## src/rtl/conv_ctrl_pkg.sv

```systemverilog
// Shared definitions for the convolution tap sequencer.
// Holds the default array/kernel geometry, the operand load-mode encodings
// seen by the feature/weight buffer front end, the sequencer FSM state
// encodings, and the helper that maps a tap position to its load mode.
package conv_ctrl_pkg;

  localparam int PARA_X            = 3;   // MAC groups (refreshed on horizontal step)
  localparam int PARA_Y            = 3;   // MACs per group (refreshed on vertical step)
  localparam int KERNEL_SIZE_MAX   = 11;
  localparam int KERNEL_SIZE_WIDTH = 6;
  localparam int WADDR_WIDTH       = 7;
  localparam int DRAIN_TIMEOUT     = 64;

  typedef enum logic [2:0] {
    LM_NONE   = 3'd0,
    LM_FULL   = 3'd1,
    LM_NEW_X  = 3'd2,
    LM_NEW_Y  = 3'd3,
    LM_SINGLE = 3'd4
  } load_mode_e;

  typedef enum logic [1:0] {
    ST_IDLE  = 2'd0,
    ST_FEED  = 2'd1,
    ST_DRAIN = 2'd2,
    ST_HOLD  = 2'd3
  } state_e;

  // The first tap loads every operand. Along row 0 only the new column of
  // features enters; at the start of a later row only the new row enters.
  // Everywhere else only a single operand changes.
  function automatic load_mode_e tap_load_mode(input logic row_zero,
                                               input logic col_zero);
    load_mode_e m;
    if (row_zero && col_zero) m = LM_FULL;
    else if (row_zero)        m = LM_NEW_X;
    else if (col_zero)        m = LM_NEW_Y;
    else                      m = LM_SINGLE;
    return m;
  endfunction

endpackage

```

## src/rtl/conv_tap_counter.sv

```systemverilog
// Row-major kernel tap counter.
// Steps (row, col) through a K x K window, wrapping col at K-1, and keeps the
// weight address as a running +1 count so no multiplier is needed.
// Ports:
//   clk, rst            clock, asynchronous active-high reset
//   clear               force row/col/addr to 0 on the next edge (wins over advance)
//   advance             move to the next tap on the next edge
//   k                   kernel size K (must be >= 1 while advancing)
//   row, col, addr      registered current tap
//   row_zero_d,
//   col_zero_d          next-cycle row/col are 0 (lets the owner register load mode)
//   last                current tap is (K-1, K-1)
module conv_tap_counter
  import conv_ctrl_pkg::*;
#(
  parameter int KW  = KERNEL_SIZE_WIDTH,
  parameter int WAW = WADDR_WIDTH
) (
  input  logic           clk,
  input  logic           rst,
  input  logic           clear,
  input  logic           advance,
  input  logic [KW-1:0]  k,
  output logic [KW-1:0]  row,
  output logic [KW-1:0]  col,
  output logic [WAW-1:0] addr,
  output logic           row_zero_d,
  output logic           col_zero_d,
  output logic           last
);

  logic [KW-1:0]  row_q, row_d;
  logic [KW-1:0]  col_q, col_d;
  logic [WAW-1:0] addr_q, addr_d;
  logic [KW-1:0]  k_m1;

  assign k_m1 = k - KW'(1);

  always_comb begin
    row_d  = row_q;
    col_d  = col_q;
    addr_d = addr_q;
    if (clear) begin
      row_d  = '0;
      col_d  = '0;
      addr_d = '0;
    end else if (advance) begin
      addr_d = addr_q + WAW'(1);
      if (col_q == k_m1) begin
        col_d = '0;
        row_d = row_q + KW'(1);
      end else begin
        col_d = col_q + KW'(1);
      end
    end
  end

  always_ff @(posedge clk or posedge rst) begin
    if (rst) begin
      row_q  <= '0;
      col_q  <= '0;
      addr_q <= '0;
    end else begin
      row_q  <= row_d;
      col_q  <= col_d;
      addr_q <= addr_d;
    end
  end

  assign row        = row_q;
  assign col        = col_q;
  assign addr       = addr_q;
  assign row_zero_d = (row_d == '0);
  assign col_zero_d = (col_d == '0);
  assign last       = (row_q == k_m1) && (col_q == k_m1);

endmodule

```

## src/rtl/conv_tap_sequencer.sv

```systemverilog
// Control FSM driving one PARA_X x PARA_Y MAC array through a single kernel
// window: one tap coordinate, weight address and operand load mode per cycle,
// then waits for the datapath result and hands it over with valid/accept.
// Every output is registered and resets to 0, so the datapath sits in reset
// (dp_rst_n=0) whenever the sequencer is idle.
// Ports:
//   clk, rst                 clock, asynchronous active-high reset
//   start, kernel_size       window request (sampled only in IDLE)
//   busy, err                status; err is a one-cycle pulse
//   dp_rst_n, dp_kernel_size datapath reset and latched K
//   tap_valid, tap_row,
//   tap_col, load_mode,
//   weight_addr              per-cycle tap issue to the buffer front end
//   dp_result_ready          datapath finished the window
//   result_valid,
//   result_accept            result handshake with the consumer
module conv_tap_sequencer
  import conv_ctrl_pkg::*;
#(
  parameter int KERNEL_SIZE_MAX   = conv_ctrl_pkg::KERNEL_SIZE_MAX,
  parameter int KERNEL_SIZE_WIDTH = conv_ctrl_pkg::KERNEL_SIZE_WIDTH,
  parameter int WADDR_WIDTH       = conv_ctrl_pkg::WADDR_WIDTH,
  parameter int DRAIN_TIMEOUT     = conv_ctrl_pkg::DRAIN_TIMEOUT
) (
  input  logic                         clk,
  input  logic                         rst,
  input  logic                         start,
  input  logic [KERNEL_SIZE_WIDTH-1:0] kernel_size,
  output logic                         busy,
  output logic                         err,
  output logic                         dp_rst_n,
  output logic [KERNEL_SIZE_WIDTH-1:0] dp_kernel_size,
  output logic                         tap_valid,
  output logic [KERNEL_SIZE_WIDTH-1:0] tap_row,
  output logic [KERNEL_SIZE_WIDTH-1:0] tap_col,
  output logic [2:0]                   load_mode,
  output logic [WADDR_WIDTH-1:0]       weight_addr,
  input  logic                         dp_result_ready,
  output logic                         result_valid,
  input  logic                         result_accept
);

  localparam int DCW = $clog2(DRAIN_TIMEOUT + 1);

  state_e                       state_q, state_d;
  logic                         busy_q, busy_d;
  logic                         err_q, err_d;
  logic                         dp_rst_n_q, dp_rst_n_d;
  logic [KERNEL_SIZE_WIDTH-1:0] dp_kernel_size_q, dp_kernel_size_d;
  logic                         tap_valid_q, tap_valid_d;
  load_mode_e                   load_mode_q, load_mode_d;
  logic                         result_valid_q, result_valid_d;
  logic [DCW-1:0]               drain_cnt_q, drain_cnt_d;

  logic tap_advance, tap_clear, tap_last;
  logic tap_row_zero_d, tap_col_zero_d;
  logic k_legal;

  assign k_legal = (kernel_size != '0) &&
                   (kernel_size <= KERNEL_SIZE_WIDTH'(KERNEL_SIZE_MAX));

  // The counter only moves between taps of a window; in every other case it
  // is cleared, so the start of a window always sees (0,0) and address 0.
  assign tap_advance = (state_q == ST_FEED) && !tap_last;
  assign tap_clear   = !tap_advance;

  conv_tap_counter #(
    .KW  (KERNEL_SIZE_WIDTH),
    .WAW (WADDR_WIDTH)
  ) u_tap_counter (
    .clk        (clk),
    .rst        (rst),
    .clear      (tap_clear),
    .advance    (tap_advance),
    .k          (dp_kernel_size_q),
    .row        (tap_row),
    .col        (tap_col),
    .addr       (weight_addr),
    .row_zero_d (tap_row_zero_d),
    .col_zero_d (tap_col_zero_d),
    .last       (tap_last)
  );

  always_comb begin
    state_d          = state_q;
    err_d            = 1'b0;
    dp_rst_n_d       = 1'b0;
    dp_kernel_size_d = dp_kernel_size_q;
    tap_valid_d      = 1'b0;
    load_mode_d      = LM_NONE;
    result_valid_d   = 1'b0;
    drain_cnt_d      = '0;

    unique case (state_q)
      ST_IDLE: begin
        if (start) begin
          if (k_legal) begin
            state_d          = ST_FEED;
            dp_kernel_size_d = kernel_size;
            dp_rst_n_d       = 1'b1;
            tap_valid_d      = 1'b1;
            load_mode_d      = LM_FULL;
          end else begin
            err_d = 1'b1;
          end
        end
      end

      ST_FEED: begin
        dp_rst_n_d = 1'b1;
        if (tap_last) begin
          state_d = ST_DRAIN;
        end else begin
          tap_valid_d = 1'b1;
          load_mode_d = tap_load_mode(tap_row_zero_d, tap_col_zero_d);
        end
      end

      ST_DRAIN: begin
        dp_rst_n_d = 1'b1;
        // A result arriving on the final count still wins over the timeout.
        if (dp_result_ready) begin
          state_d        = ST_HOLD;
          result_valid_d = 1'b1;
        end else if (drain_cnt_q == DCW'(DRAIN_TIMEOUT - 1)) begin
          state_d    = ST_IDLE;
          err_d      = 1'b1;
          dp_rst_n_d = 1'b0;
        end else begin
          drain_cnt_d = drain_cnt_q + DCW'(1);
        end
      end

      ST_HOLD: begin
        // start is not looked at here; returning through IDLE guarantees at
        // least one dp_rst_n=0 cycle between windows.
        if (result_accept) begin
          state_d = ST_IDLE;
        end else begin
          dp_rst_n_d     = 1'b1;
          result_valid_d = 1'b1;
        end
      end

      default: state_d = ST_IDLE;
    endcase

    busy_d = (state_d != ST_IDLE);
  end

  always_ff @(posedge clk or posedge rst) begin
    if (rst) begin
      state_q          <= ST_IDLE;
      busy_q           <= 1'b0;
      err_q            <= 1'b0;
      dp_rst_n_q       <= 1'b0;
      dp_kernel_size_q <= '0;
      tap_valid_q      <= 1'b0;
      load_mode_q      <= LM_NONE;
      result_valid_q   <= 1'b0;
      drain_cnt_q      <= '0;
    end else begin
      state_q          <= state_d;
      busy_q           <= busy_d;
      err_q            <= err_d;
      dp_rst_n_q       <= dp_rst_n_d;
      dp_kernel_size_q <= dp_kernel_size_d;
      tap_valid_q      <= tap_valid_d;
      load_mode_q      <= load_mode_d;
      result_valid_q   <= result_valid_d;
      drain_cnt_q      <= drain_cnt_d;
    end
  end

  assign busy           = busy_q;
  assign err            = err_q;
  assign dp_rst_n       = dp_rst_n_q;
  assign dp_kernel_size = dp_kernel_size_q;
  assign tap_valid      = tap_valid_q;
  assign load_mode      = load_mode_q;
  assign result_valid   = result_valid_q;

endmodule

```

## config.mk

```make
export PLATFORM = sky130hd
export DESIGN_NAME = conv_tap_sequencer
export DESIGN_NICKNAME = d
export VERILOG_FILES = /design/src/rtl/conv_ctrl_pkg.sv /design/src/rtl/conv_tap_counter.sv /design/src/rtl/conv_tap_sequencer.sv
export SDC_FILE = /design/constraint.sdc
export NUM_CORES = 1
export LEC_CHECK = 0
export CAP_MARGIN = 20
export CORE_MARGIN = 2
export CORE_UTILIZATION = 56
export CTS_CLUSTER_SIZE = 24
export DETAILED_ROUTE_END_ITERATION = 12
export PLACE_DENSITY = 0.87
export SLEW_MARGIN = 0
export SYNTH_ARGS = -nofsm -noshare
export SYNTH_HDL_FRONTEND = slang
export SYNTH_SLANG_ARGS = --single-unit
```

## constraint.sdc

```tcl
create_clock -name clk -period 6.2 [get_ports clk]
set_clock_uncertainty 0.1 [all_clocks]
set_input_delay 1.24 -clock clk [delete_from_list [all_inputs] [get_ports clk]]
set_output_delay 1.24 -clock clk [all_outputs]
set_load 0.1 [all_outputs]
```

==> load_flow_metrics.sql <==
INSERT INTO impl_metrics (metric_group, metric, value, unit) VALUES
('clock_tree', 'cts_setup_buffers', '0', ''),
('clock_tree', 'cts_hold_buf', '0', ''),
('clock_tree', 'clkSlewWorstSetupHoldPaths', '0.08', 'ns'),
('synth', 'register_bit_total_from_synthesis', '42', ''),
('finish', 'mostFrequentLayoutCells', 'clkdlybuf4s50_1, dfrtp_1, nor2_1, xnor2_1', ''),
('finish', 'share_of_layout_cells_above_drive_strength_1', '10.23', '%'),
('finish', 'most_common_cell_after_layout_fill_and_taps_aside', 'clkdlybuf4s50_1', ''),
('synth', 'postSynthNetCount', '236', ''),
('setup_path', 'timing.critical_path.max_delay_family', 'buffers and inverters', ''),
('run_status', 'run_status', 'finished clean', ''),
('setup_path', 'worst-endpoint-required', '4.86', 'ns'),
('detailed_routing', 'vias_per_cell', '5.503', ''),
('global_routing', 'gr-total-overflow', '0', ''),
('sta', 'finalHoldViolCount', '0', ''),
('min_path', 'hold_path_class', 'flop to flop', ''),
('place', 'place_ws', '2.791', 'ns'),
('die', 'die_x', '67.88', 'um'),
('clock_tree', 'cts_max_level', '2', ''),
('finish', 'area_delta_synth_final', '24.15', '%'),
('power', 'cellPowerDensity', '543.9', 'nW/um^2'),
('place', 'gp_congestion', '0.8761', ''),
('setup_path', 'cp_slowest_cell', 'clkdlybuf4s50_1', ''),
('setup_path', 'endpoint_kind', 'output pin', ''),
('synth', 'synth_xor_area_share', '16.37', '%'),
('detailed_routing', 'avgRoutedWirePerCell', '14.53', 'um'),
('synth', 'ys_types', '48', ''),
('detailed_routing', 'antenna_left', '0', ''),
('sta', 'hold-worst-slack', '0.3551', 'ns'),
('finish', 'diodes', '0', ''),
('synth', 'yosysWarningCount', '0', ''),
('die', 'floorplan.die_area', '4607', 'sq um'),
('synth', 'synth_mux_area_share', '1.972', '%'),
('sta', 'tightestPinTransition', '0.9891', 'ns'),
('clock_tree', 'clock-sinks', '42', ''),
('die', 'floorplan.die.height', '67.88', 'um'),
('clock_tree', 'clock_tree.buffer_depth', '2', ''),
('clock_tree', 'post_cts_resize_count', '0', ''),
('sta', 'layout_min_cycle_time', '3.370', 'ns'),
('finish', 'multi_input_area', '1149', 'sq um'),
('detailed_routing', 'wl', '4.563', 'mm'),
('setup_path', 'cp_cell_sequence', 'clkdlybuf4s50_1', ''),
('synth', 'postSynthCellCount', '219', ''),
('setup_path', 'cp.buffers_inverters', '1', ''),
('setup_path', 'path_max_fanout', '6', ''),
('setup_path', 'worst-endpoint-arrival', '2.03', 'ns'),
('clock_tree', 'root_buffer', 'clkbuf_8', ''),
('finish', 'n_fill_cell', '300', ''),
('clock_tree', 'cts_made_buffers', '5', ''),
('die', 'io-pin-count', '44', ''),
('global_routing', 'groute.usage.overall', '22.71', '%'),
('synth', 'syn-mean-instance-area', '10.43', 'sq um'),
('job', 'cap_viol_max_count', '0', ''),
('setup_path', 'slowest_delay', '1.20', 'ns'),
('power', 'ir_drop', '472.7', 'uV'),
('global_routing', 'first_global_vias', '1746', ''),
('clock_tree', 'cts_tree', 'done', ''),
('die', 'row_count', '23', ''),
('global_routing', 'number_of_antenna_violations_at_the_first_check_in_global_routing', '0', ''),
('place', 'io_buffers', '43', ''),
('sta', 'setup_viol_count_final', '0', ''),
('synth', 'synth_edf_count', '0', ''),
('global_routing', 'global_route_wire_length_before_repair', '7.790', 'mm'),
('finish', 'register_area', '1051', 'sq um'),
('detailed_routing', 'drt_first_iter_violations', '103', ''),
('synth', 'syn_area', '2285', 'sq um'),
('synth', 'dominant_synthesized_flop_cell', 'dfrtp_1', ''),
('detailed_routing', 'first_pass_iters', '4', ''),
('synth', 'synth_simple_gate_area_share', '21.96', '%'),
('sta', 'postLayoutSetupSlackWorst', '2.830', 'ns'),
('clock_tree', 'clkLatencyLatePin', '0.30', 'ns'),
('power', 'static-leakage-power', '1.250', 'nW');
metal layers:
layer,wire length [um],up-vias,GRT usage [%]
li1,-,827,-
met1,1919,851,28.65
met2,2359,38,36.64
met3,170,12,5.757
met4,113,0,11.00
met5,0,-,0
kinds of logic (layout without fill, tap and decap cells):
logic type      after synthesis  after routing
xor+xnor                     36             36
fa+ha+maj                     6              6
compound gates               21             21
buf+inv                      18             63
mux                           4              4
simple gates                 92             92
flops                        42             42
cells in the mapped netlist (2+ instances only):
cell type | instances | area [sq um]
nor2_1 | 31 | 116.4
xor2_1 | 10 | 87.58
or3_1 | 2 | 12.51
nand3_1 | 14 | 70.07
nand2_1 | 14 | 52.55
buf_6 | 2 | 22.52
nand2b_1 | 2 | 12.51
ha_1 | 6 | 75.07
clkbuf_1 | 3 | 11.26
nand3_2 | 2 | 20.02
and2_1 | 2 | 12.51
xnor3_1 | 2 | 45.04
nor3_1 | 4 | 20.02
o211ai_1 | 3 | 22.52
xnor2_1 | 22 | 192.7
and3_1 | 7 | 43.79
mux2_2 | 4 | 45.04
dfrtp_1 | 42 | 1051
inv_1 | 11 | 41.29
a21oi_1 | 6 | 30.03
o21ai_0 | 3 | 15.01
layout make-up:
type / instances / share of cell area [%]
Clock buffer: 6 / 2.911
Clock inverter: 2 / 0.4411
Tap cell: 50 / 2.206
Timing Repair Buffer: 44 / 15.44
Multi-Input combinational cell: 159 / 40.49
Sequential cell: 42 / 37.05
Inverter: 11 / 1.456
metrics by stage:
step	total power, mW	cell area (sq um)	cells
6_report	1.543	2836	314
5_1_grt	1.627	2836	314
4_1_cts	1.549	2836	314
3_5_place_dp	1.354	2741	306
3_3_place_gp	1.339	2741	306
2_1_floorplan	1.169	2285	219
worst paths after layout:
check | from | end | slack (ns) | cells past startpoint
min in group asynchronous | rst | u_tap_counter.row[1] | 1.27 | 3
max reg2reg | dp_kernel_size[0] | load_mode[1] | 3.25 | 11
max | dp_kernel_size[3] | dp_kernel_size[3] | 2.83 | 1
max in group asynchronous | rst | state_q[1] | 4.38 | 3
min | drain_cnt_q[0] | drain_cnt_q[0] | 0.36 | 1
min reg2reg | drain_cnt_q[0] | drain_cnt_q[0] | 0.36 | 1
where the power goes:
part | switching (mW) | total, mW | leakage, nW | internal [mW]
clock network | 0.0940 | 0.183 | 0.0472 | 0.0895
registers | 0.0822 | 0.417 | 0.551 | 0.335
logic | 0.661 | 0.942 | 0.651 | 0.281
total | 0.837 | 1.54 | 1.25 | 0.705
registers in the layout (all words and copies together) (netlist names):
name and flops:
dp_kernel_size 6, u_tap_counter.addr 7, u_tap_counter.row 6, busy 1, state_q 2, load_mode 3
result_valid 1, u_tap_counter.col 6, drain_cnt_q 7, err 1, dp_rst_n 1, tap_valid 1
No activity file was read; power rests on OpenSTA's default activity.
